**config.mk**
```make
export PLATFORM = sky130hd
export DESIGN_NAME = meta_info_dispatcher_flat
export DESIGN_NICKNAME = d
export VERILOG_FILES = /design/src/rtl/vlsu_pkg.sv /design/src/rtl/meta_info_dispatcher_if.sv /design/src/rtl/meta_info_dispatcher_rr_arb2.sv /design/src/rtl/meta_info_dispatcher.sv /design/src/flat_wrapper.sv
export SDC_FILE = /design/constraint.sdc
export NUM_CORES = 1
export LEC_CHECK = 0
export ABC_AREA = 1
export BUFFER_PORTS_ARGS = -buffer_cell sky130_fd_sc_hd__buf_2
export CORE_MARGIN = 2
export CORE_UTILIZATION = 46
export DETAILED_ROUTE_END_ITERATION = 6
export GPL_ROUTABILITY_DRIVEN = 0
export PLACE_DENSITY = 0.82
export SLEW_MARGIN = 10
export SYNTH_ARGS = -nofsm -noshare
export SYNTH_HDL_FRONTEND = slang
export SYNTH_HIERARCHICAL = 1
export SYNTH_SLANG_ARGS = --single-unit
```
**constraint.sdc**
```tcl
create_clock -name clk_i -period 4.1 [get_ports clk_i]
set_clock_uncertainty 0.05 [all_clocks]
set_input_delay 0.41 -clock clk_i [delete_from_list [all_inputs] [get_ports clk_i]]
set_output_delay 0.41 -clock clk_i [all_outputs]
set_load 0.01 [all_outputs]
```
**src/rtl/vlsu_pkg.sv**
```systemverilog
// ============================================================================
// Module : vlsu_pkg
// Brief  : Shared types for the metaInfo dispatcher.
// Rev    : 1.0
// ============================================================================
`default_nettype none

package vlsu_pkg;

   typedef logic [7:0] meta_glb_t;

   typedef enum logic {
      REQ_LD = 1'b0,
      REQ_ST = 1'b1
   } req_src_e;

   typedef enum logic {
      ST_IDLE = 1'b0,
      ST_FORK = 1'b1
   } disp_state_e;

endpackage

`default_nettype wire

```
**src/rtl/meta_info_dispatcher_if.sv**
```systemverilog
// ============================================================================
// Module : meta_info_dispatcher_if
// Brief  : Requester, consumer and credit signals of the metaInfo dispatcher.
// Rev    : 1.0
// ============================================================================
`default_nettype none

interface meta_info_dispatcher_if
   import vlsu_pkg::*;
#(
   parameter type meta_glb_t = vlsu_pkg::meta_glb_t
) ();

   logic      ld_valid_i;
   logic      ld_ready_o;
   meta_glb_t ld_meta_i;
   logic      st_valid_i;
   logic      st_ready_o;
   meta_glb_t st_meta_i;
   logic      seq_valid_o;
   logic      seq_ready_i;
   meta_glb_t seq_o;
   logic      shf_valid_o;
   logic      shf_ready_i;
   meta_glb_t shf_o;
   logic      done_i;
   logic      busy_o;
   logic      src_is_st_o;

   modport slave (
      input  ld_valid_i, ld_meta_i, st_valid_i, st_meta_i,
      input  seq_ready_i, shf_ready_i, done_i,
      output ld_ready_o, st_ready_o, seq_valid_o, seq_o,
      output shf_valid_o, shf_o, busy_o, src_is_st_o
   );

   modport master (
      output ld_valid_i, ld_meta_i, st_valid_i, st_meta_i,
      output seq_ready_i, shf_ready_i, done_i,
      input  ld_ready_o, st_ready_o, seq_valid_o, seq_o,
      input  shf_valid_o, shf_o, busy_o, src_is_st_o
   );

endinterface

`default_nettype wire

```
**src/rtl/meta_info_dispatcher_rr_arb2.sv**
```systemverilog
// ============================================================================
// Module : meta_rr_arb2
// Brief  : Two-requester round-robin arbiter with enable and last-grant reg.
// Rev    : 1.0
// ============================================================================
`default_nettype none

module meta_rr_arb2
   import vlsu_pkg::*;
(
   input  wire logic       clk_i,
   input  wire logic       rst_i,
   input  wire logic       en_i,
   input  wire logic [1:0] req_i,
   output      logic [1:0] gnt_o
);

   req_src_e last_q, last_d;

   always_comb begin
      gnt_o  = 2'b00;
      last_d = last_q;
      if (en_i) begin
         // On a tie the requester that did not win last time goes first.
         if (req_i[0] && req_i[1]) begin
            gnt_o = (last_q == REQ_ST) ? 2'b01 : 2'b10;
         end else begin
            gnt_o = req_i;
         end
      end
      if (gnt_o[1]) begin
         last_d = REQ_ST;
      end else if (gnt_o[0]) begin
         last_d = REQ_LD;
      end
   end

   always_ff @(posedge clk_i) begin
      if (rst_i) begin
         last_q <= REQ_ST;
      end else begin
         last_q <= last_d;
      end
   end

endmodule

`default_nettype wire

```
**src/rtl/meta_info_dispatcher.sv**
```systemverilog
// ============================================================================
// Module : meta_info_dispatcher
// Brief  : Arbitrates load/store metaInfo, forks it to seq/shf, bounds credits.
// Rev    : 1.0
// ============================================================================
`default_nettype none

module meta_info_dispatcher
   import vlsu_pkg::*;
#(
   parameter type         meta_glb_t     = vlsu_pkg::meta_glb_t,
   parameter int unsigned MaxOutstanding = 4,
   parameter int unsigned CntWidth       = $clog2(MaxOutstanding + 1)
) (
   input wire logic              clk_i,
   input wire logic              rst_i,
   meta_info_dispatcher_if.slave bus
);

   localparam logic [CntWidth-1:0] MaxCnt = CntWidth'(MaxOutstanding);

   disp_state_e         state_q, state_d;
   logic                seq_pend_q, seq_pend_d;
   logic                shf_pend_q, shf_pend_d;
   meta_glb_t           meta_q, meta_d;
   req_src_e            src_q, src_d;
   logic [CntWidth-1:0] cnt_q, cnt_d;
   logic                done_underflow_q;

   logic       can_accept;
   logic       grant;
   logic       dec_ok;
   logic [1:0] gnt;

   meta_rr_arb2 u_arb (
      .clk_i (clk_i),
      .rst_i (rst_i),
      .en_i  (can_accept),
      .req_i ({bus.st_valid_i, bus.ld_valid_i}),
      .gnt_o (gnt)
   );

   always_comb begin
      // A new request may enter while the fork drains in this same cycle.
      can_accept = (cnt_q < MaxCnt) &&
                   ((state_q == ST_IDLE) ||
                    ((!seq_pend_q || bus.seq_ready_i) && (!shf_pend_q || bus.shf_ready_i)));
      grant      = |gnt;
      seq_pend_d = seq_pend_q && !bus.seq_ready_i;
      shf_pend_d = shf_pend_q && !bus.shf_ready_i;
      meta_d     = meta_q;
      src_d      = src_q;
      if (grant) begin
         seq_pend_d = 1'b1;
         shf_pend_d = 1'b1;
         meta_d     = gnt[1] ? bus.st_meta_i : bus.ld_meta_i;
         src_d      = gnt[1] ? REQ_ST : REQ_LD;
      end
      state_d = (seq_pend_d || shf_pend_d) ? ST_FORK : ST_IDLE;
   end

   always_comb begin
      dec_ok = bus.done_i && (cnt_q != '0);
      cnt_d  = cnt_q;
      case ({grant, dec_ok})
         2'b10:   cnt_d = cnt_q + 1'b1;
         2'b01:   cnt_d = cnt_q - 1'b1;
         default: cnt_d = cnt_q;
      endcase
   end

   always_ff @(posedge clk_i) begin
      if (rst_i) begin
         state_q          <= ST_IDLE;
         seq_pend_q       <= 1'b0;
         shf_pend_q       <= 1'b0;
         meta_q           <= '0;
         src_q            <= REQ_LD;
         cnt_q            <= '0;
         done_underflow_q <= 1'b0;
      end else begin
         state_q    <= state_d;
         seq_pend_q <= seq_pend_d;
         shf_pend_q <= shf_pend_d;
         meta_q     <= meta_d;
         src_q      <= src_d;
         cnt_q      <= cnt_d;
         // Sticky marker for a completion that arrived with no credit out.
         if (bus.done_i && (cnt_q == '0)) begin
            done_underflow_q <= 1'b1;
         end
      end
   end

   assign bus.ld_ready_o  = gnt[0];
   assign bus.st_ready_o  = gnt[1];
   assign bus.seq_valid_o = seq_pend_q;
   assign bus.shf_valid_o = shf_pend_q;
   assign bus.seq_o       = meta_q;
   assign bus.shf_o       = meta_q;
   assign bus.src_is_st_o = (src_q == REQ_ST);
   assign bus.busy_o      = (cnt_q != '0) || seq_pend_q || shf_pend_q;

endmodule

`default_nettype wire

```
**src/flat_wrapper.sv**
```systemverilog
// flat-port wrapper written by rule: the top's interface ports become plain ports
module meta_info_dispatcher_flat import vlsu_pkg::*;
#(
   parameter type         meta_glb_t     = vlsu_pkg::meta_glb_t,
   parameter int unsigned MaxOutstanding = 4,
   parameter int unsigned CntWidth       = $clog2(MaxOutstanding + 1)
)
  (clk_i, rst_i, bus_ld_valid_i, bus_ld_meta_i, bus_st_valid_i, bus_st_meta_i, bus_seq_ready_i, bus_shf_ready_i, bus_done_i, bus_ld_ready_o, bus_st_ready_o, bus_seq_valid_o, bus_seq_o, bus_shf_valid_o, bus_shf_o, bus_busy_o, bus_src_is_st_o);
  meta_info_dispatcher_if #(.meta_glb_t(meta_glb_t)) bus_i ();
  input wire logic clk_i;
  input wire logic rst_i;
  input wire logic [$bits(bus_i.ld_valid_i)-1:0] bus_ld_valid_i;
  input wire logic [$bits(bus_i.ld_meta_i)-1:0] bus_ld_meta_i;
  input wire logic [$bits(bus_i.st_valid_i)-1:0] bus_st_valid_i;
  input wire logic [$bits(bus_i.st_meta_i)-1:0] bus_st_meta_i;
  input wire logic [$bits(bus_i.seq_ready_i)-1:0] bus_seq_ready_i;
  input wire logic [$bits(bus_i.shf_ready_i)-1:0] bus_shf_ready_i;
  input wire logic [$bits(bus_i.done_i)-1:0] bus_done_i;
  output wire logic [$bits(bus_i.ld_ready_o)-1:0] bus_ld_ready_o;
  output wire logic [$bits(bus_i.st_ready_o)-1:0] bus_st_ready_o;
  output wire logic [$bits(bus_i.seq_valid_o)-1:0] bus_seq_valid_o;
  output wire logic [$bits(bus_i.seq_o)-1:0] bus_seq_o;
  output wire logic [$bits(bus_i.shf_valid_o)-1:0] bus_shf_valid_o;
  output wire logic [$bits(bus_i.shf_o)-1:0] bus_shf_o;
  output wire logic [$bits(bus_i.busy_o)-1:0] bus_busy_o;
  output wire logic [$bits(bus_i.src_is_st_o)-1:0] bus_src_is_st_o;
  assign bus_i.ld_valid_i = bus_ld_valid_i;
  assign bus_i.ld_meta_i = bus_ld_meta_i;
  assign bus_i.st_valid_i = bus_st_valid_i;
  assign bus_i.st_meta_i = bus_st_meta_i;
  assign bus_i.seq_ready_i = bus_seq_ready_i;
  assign bus_i.shf_ready_i = bus_shf_ready_i;
  assign bus_i.done_i = bus_done_i;
  assign bus_ld_ready_o = bus_i.ld_ready_o;
  assign bus_st_ready_o = bus_i.st_ready_o;
  assign bus_seq_valid_o = bus_i.seq_valid_o;
  assign bus_seq_o = bus_i.seq_o;
  assign bus_shf_valid_o = bus_i.shf_valid_o;
  assign bus_shf_o = bus_i.shf_o;
  assign bus_busy_o = bus_i.busy_o;
  assign bus_src_is_st_o = bus_i.src_is_st_o;
  meta_info_dispatcher #(.meta_glb_t(meta_glb_t), .MaxOutstanding(MaxOutstanding), .CntWidth(CntWidth)) u_core (.clk_i(clk_i), .rst_i(rst_i), .bus(bus_i));
endmodule
```
==> results of run 1 <==
[cells in the final DEF, fill, tap and decap left out]
| cell type | n |
|---|---|
| buf_2 | 44 |
| nand2_1 | 29 |
| inv_1 | 19 |
| dfxtp_1 | 16 |
| nor3_1 | 9 |
| nor2_1 | 7 |
| a21oi_1 | 7 |
| nand3_1 | 5 |
| o21ai_1 | 4 |
| clkbuf_4 | 3 |
| nor2_4 | 2 |
| inv_2 | 2 |
| o21ai_0 | 2 |
| inv_4 | 1 |
| a31oi_1 | 1 |
| nand4_1 | 1 |
| fa_1 | 1 |
| ha_1 | 1 |
| nand2_2 | 1 |
| nand3_2 | 1 |
[power by group through the flow]
stage	combinational [mW]	sequential [mW]	clock, mW
after global placement	0.267	0.227	0
after CTS	0.281	0.226	0.0858
after floorplan	0.202	0.237	0
after global routing	0.316	0.233	0.0933
final	0.279	0.226	0.0830
after detailed placement	0.280	0.229	0
[per-layer routing]
metal / vias up / wire length [µm] / track usage
met5: - / 0 / 0
met4: 0 / 20 / 0.100
met3: 2 / 143 / 0.0235
met2: 38 / 907 / 0.300
met1: 372 / 812 / 0.215
li1: 438 / - / -
[logic make-up after synthesis]
logic type / after synthesis
buffers and inverters: 32
AND/OR/NAND/NOR: 55
adder cells (fa/ha/maj): 2
flip-flops: 16
AO/OA/AOI/OAI: 14
[metrics by stage]
| step | area (µm²) | hold slack (ns) |
|---|---|---|
| final | 1030 | 0.320 |
| after global routing | 1030 | 0.309 |
| after CTS | 1030 | 0.307 |
| after detailed placement | 1010 | 0.433 |
| after global placement | 1010 | 0.402 |
| after floorplan | 838 | 0.394 |
[flip-flops by register name, indices dropped and copies added, names as in the netlist]
| name | cells |
|---|---|
| u_core/bus.seq_o | 8 |
| u_core/cnt_q | 3 |
| u_core/bus.seq_valid_o | 1 |
| u_core/bus.shf_valid_o | 1 |
| u_core/bus.src_is_st_o | 1 |
| u_core/state_q | 1 |
| u_core/u_arb/last_q | 1 |
[layout make-up]
cell class,count,share of cell area
Clock buffer,3,0.0218
Multi-Input combinational cell,71,0.343
Inverter,22,0.0823
Timing Repair Buffer,44,0.213
Sequential cell,16,0.310
Tap cell,25,0.0303
[path summary, 6_finish.rpt]
kind / start / endpoint / slack, ns / depth (start not counted)
worst max register to register: u_core/bus.seq_valid_o / u_core/cnt_q[2] / 1.65 / 16
worst min register to register: u_core/bus.src_is_st_o / u_core/bus.src_is_st_o / 0.44 / 2
worst max-delay path: u_core/bus.seq_valid_o / u_core/cnt_q[2] / 1.65 / 16
worst min-delay path: rst_i / u_core/bus.seq_valid_o / 0.32 / 2
==> flow_summary.toml, run 1 <==
[status]
status = "completed"

[clocking]
cts_setup_buffers = 0
root_buffer = "clkbuf_4"
cts_tree = "yes"
cts.sinks = 16
holdBufCountCts = 0
cts-resized-gates = 0
worstSkewPairLatency_ns = 0.29
htree_num_levels = 1
ctsLongestPathBuffers = 2
clkTransAtPathRegs_ns = 0.09
cts_buffers = 3

[pwr]
seqPwrFrac = 0.384
p_switching_uw = 251
swShare = 0.427
leakage_nw = 0.610
finalPower_uw = 588
intPower_uw = 337
irDropWorstVdd_v = 0.000251
pwr_density_cell_nw_per_um2 = 569
power_frac_comb = 0.475
clockPowerShare = 0.141

[layout]
final_util = 0.599
multi_input_area_um2 = 354
antenna_cells = 0
instances_no_fill = 181
regArea_um2 = 320
fin_nets = 183
area_growth_pct = 23.3
fillers = 175
drive_gt1_frac = 0.346

[floorplan]
die_h_um = 46.7
boundaryPins = 45
die_w_um = 46.7
core_area_um2 = 1730
rows = 15
die-area_um2 = 2180
start_util = 0.486

[hold_path]
hold_path_class = "in -> reg"

[timing]
final-setup-viol-count = 0
fin_crit_sh = 0.598
drv_slew = 0
worst_slack_ns = 1.65
worst_pin_slew_ns = 0.494
rsz0062_at_grt = "no"
hold_viol = 0
clock.fmax_mhz = 408
fin_crit_ns = 2.45
max_slew_margin = 0.671
tns_ns = 0

[yosys]
yosys.area_share.simple = 0.299
synth_area_leader_cell = "dfxtp_1"
yosys.cell_types.count = 20
syn_inst = 119
synth-seq-cells = 16
synth_seq_area_share = 0.382
synthTopCellsByArea = "dfxtp_1 (38%), nand2_1 (13%), inv_1 (8.5%)"
yosysTopAreaCellShare = 0.382
synth_edf_count = 0
ys.flop_type = "dfxtp_1"
synth_compound_area_frac = 0.0851
yosysMostFrequentCell = "nand2_1"
syn_avg_cell_area_um2 = 7.04
synthAdderAreaFrac = 0.0388
synth_common_cells = "nand2_1 (29), inv_1 (19), dfxtp_1 (16), buf_4 (9), nor3_1 (9)"
yosysWarnings = 6
synth_mux_area_frac = 0
synth_top_family_by_area = "simple AND/OR/NAND/NOR gates"
syn-num-nets = 144
syn_area_um2 = 838
async_reset_ff_frac = 0
synth-xor-area-share = 0

[critical_path]
endpoint_kind = "register"
critical_path.top_delay_family = "simple AND/OR/NAND/NOR gates"
cp_max_fo = 12
critical_path_required_ns = 4.28
worstSetupPathType = "reg -> reg"
crit_top_cell = "nand2_1"
crit_buf_inv = 4
crit_path_max_incr_delay_ns = 0.38
slowest_stage = "fa_1"
path_cells = "nand2_1 > nand2_1 > a21oi_1 > nand2_1 > inv_1 > nand2_2 > inv_1 > nor2_4 > ha_1 > inv_1 > fa_1 > nand2_1 > nand3_1 > nand2_1 > inv_1 > nor2_1"
startpoint_type = "register"
critPathArrivalTime_ns = 2.64

[global_route]
antenna_found_initial = 0
grt_overflow = 0
grt_pass1_wl_um = 2710
grt_start_max_net_pins = 13
grt_usage = 0.178
grt_pass1_vias = 680

[route]
drtIter0Drc = 25
num_vias = 850
drtAntennaViolNets = 0
drc = 0
wire_per_inst_um = 10.4
drtPass1Iterations = 4
wl_um = 1880
viasPerCell = 4.70

[run]
cap_viol_max_count = 0

[placement]
dp_hpwl_um = 1490
port_buffers = 44
placedCellCount = 178
pre_cts_ws_ns = 1.49
Power figures use the tool's default switching activity.
==> run 2, diff against run 1 <==
CORE_UTILIZATION = 43   (was 46)
PLACE_DENSITY = 0.77   (was 0.82)
clock period = 2.3 ns   (was 4.1 ns; I/O delays follow)
==> flow_summary.toml, run 2 (same netlist as run 1, synthesis figures left out) <==
[pwr]
leakage_nw = 0.637
pwr_density_cell_nw_per_um2 = 1030
irDropWorstVdd_v = 0.000565

[layout]
drive_gt1_frac = 0.366
largest_reg_flops = 8
area_growth_pct = 28.5
antenna_cells = 0
final_common_cell = "buf_2"
stdcell_area_um2 = 1080
final_cell_mix = "buf_2 (44), nand2_1 (29), inv_1 (19)"
fin_nets = 187
instances_no_fill = 186
fillers = 164

[hold_path]
whs_path_depth = 2
holdPathEnd = "u_core/bus.seq_valid_o"
min_from = "rst_i"
hold_path_class = "in -> reg"

[clocking]
htree_num_levels = 1
cts-resized-gates = 0
cts.sinks = 16
cts_buffers = 3
root_buffer = "clkbuf_4"
worstSkewPairLatency_ns = 0.28
holdBufCountCts = 0
cts_setup_buffers = 0
cts_tree = "yes"
clkTransAtPathRegs_ns = 0.10
ctsLongestPathBuffers = 2

[global_route]
grt_pass1_vias = 671
grt_pass1_wl_um = 2550
antenna_found_initial = 0
grt_start_max_net_pins = 12
grt_usage = 0.156
grt_overflow = 0

[timing]
holdWs_ns = 0.137
max_slew_margin = 0.784
fin_crit_ns = 2.09
worst_pin_slew_ns = 0.325
worst_slack_ns = 0.205
hold_viol = 0
drv_slew = 0
clock.fmax_mhz = 477
fin_crit_sh = 0.911
final-setup-viol-count = 0

[floorplan]
start_util = 0.470
die-area_um2 = 2320
rows = 15
core_area_um2 = 1780
die_h_um = 48.2
die_w_um = 48.2
boundaryPins = 45

[route]
viasPerCell = 4.58
wire_per_inst_um = 9.98
drtPass1Iterations = 4
drtAntennaViolNets = 0
drtIter0Drc = 10
drc = 0
wl_um = 1860
num_vias = 852

[critical_path]
r2r_slack_ns = 0.21
reg2reg_to = "u_core/cnt_q[2]"
rr_startpoint = "u_core/bus.seq_valid_o"
crit_top_cell = "nand2_1"
cp_max_fo = 5
reg2reg_depth = 14
critical_path_required_ns = 2.44
worstSetupPathType = "reg -> reg"
path_cells = "nand2_1 > nand2_1 > a21oi_1 > nand2_1 > a21oi_1 > nor2_4 > ha_1 > inv_1 > fa_1 > inv_1 > nand2_1 > nand4_1 > nand2_1 > nor2_1"
endpoint_kind = "register"
startpoint_type = "register"
slowest_stage = "dfxtp_1"
critPathArrivalTime_ns = 2.23
crit_path_max_incr_delay_ns = 0.33

[placement]
pre_cts_ws_ns = 0.127
postPlaceCellArea_um2 = 1030
placedCellCount = 180
port_buffers = 44
dp_hpwl_um = 1460

[status]
status = "completed"

[run]
cap_viol_max_count = 0
## run 2: changes by cell type in the layout (fill, tap and decap cells not counted)
| cell | before | now |
|---|---|---|
| buf_4 | 0 | 4 |
| clkbuf_8 | 0 | 1 |
## run 2: layout make-up
type / instances / area, µm² / share of cell area
Clock buffer: 4 / 36.3 / 0.0337
Inverter: 22 / 85.1 / 0.0790
Multi-Input combinational cell: 71 / 354 / 0.329
Sequential cell: 16 / 320 / 0.297
Tap cell: 25 / 31.3 / 0.0290
Timing Repair Buffer: 48 / 250 / 0.232
## run 2: worst max-delay path by stage
stage	from	to	slack, ns
finish	u_core/bus.seq_valid_o	u_core/cnt_q[2]	0.21
global route	u_core/bus.seq_valid_o	u_core/cnt_q[2]	-0.002
CTS	u_core/bus.shf_valid_o	u_core/cnt_q[2]	0.12
detailed placement	bus_seq_ready_i	u_core/cnt_q[2]	0.13
global placement	bus_shf_ready_i	u_core/cnt_q[2]	0.21
floorplan	u_core/bus.shf_valid_o	u_core/cnt_q[1]	0.14
## run 2: through the flow
step                power (mW)  utilization  setup TNS, ns
CTS                       1.10        0.596              0
global route              1.21        0.604       -0.00239
global placement         0.897        0.575              0
finish                    1.11        0.604              0
floorplan                0.783            -              0
detailed placement       0.915        0.575              0
## run 2: report_power, final
| group | total [mW] | internal [mW] | switching, mW |
|---|---|---|---|
| registers | 0.403 | 0.351 | 0.0515 |
| clock network | 0.185 | 0.0962 | 0.0886 |
| logic | 0.521 | 0.214 | 0.307 |
| total | 1.11 | 0.662 | 0.447 |
## run 2: worst max-delay path, delay by kind of cell (launching register included)
kind / cells / cell delay [ns]
fa+ha+maj: 2 / 0.41
buf+inv: 2 / 0.13
simple gates: 8 / 0.64
flops: 1 / 0.33
compound gates: 2 / 0.44
## run 2: per-layer routing
layer  routed length, µm  up-vias  global-route usage
met1                 795      374               0.184
met3                 107        2              0.0222
met5                   0        -                   0
met2                 932       30               0.271
li1                    -      446                   -
met4                  19        0              0.0811
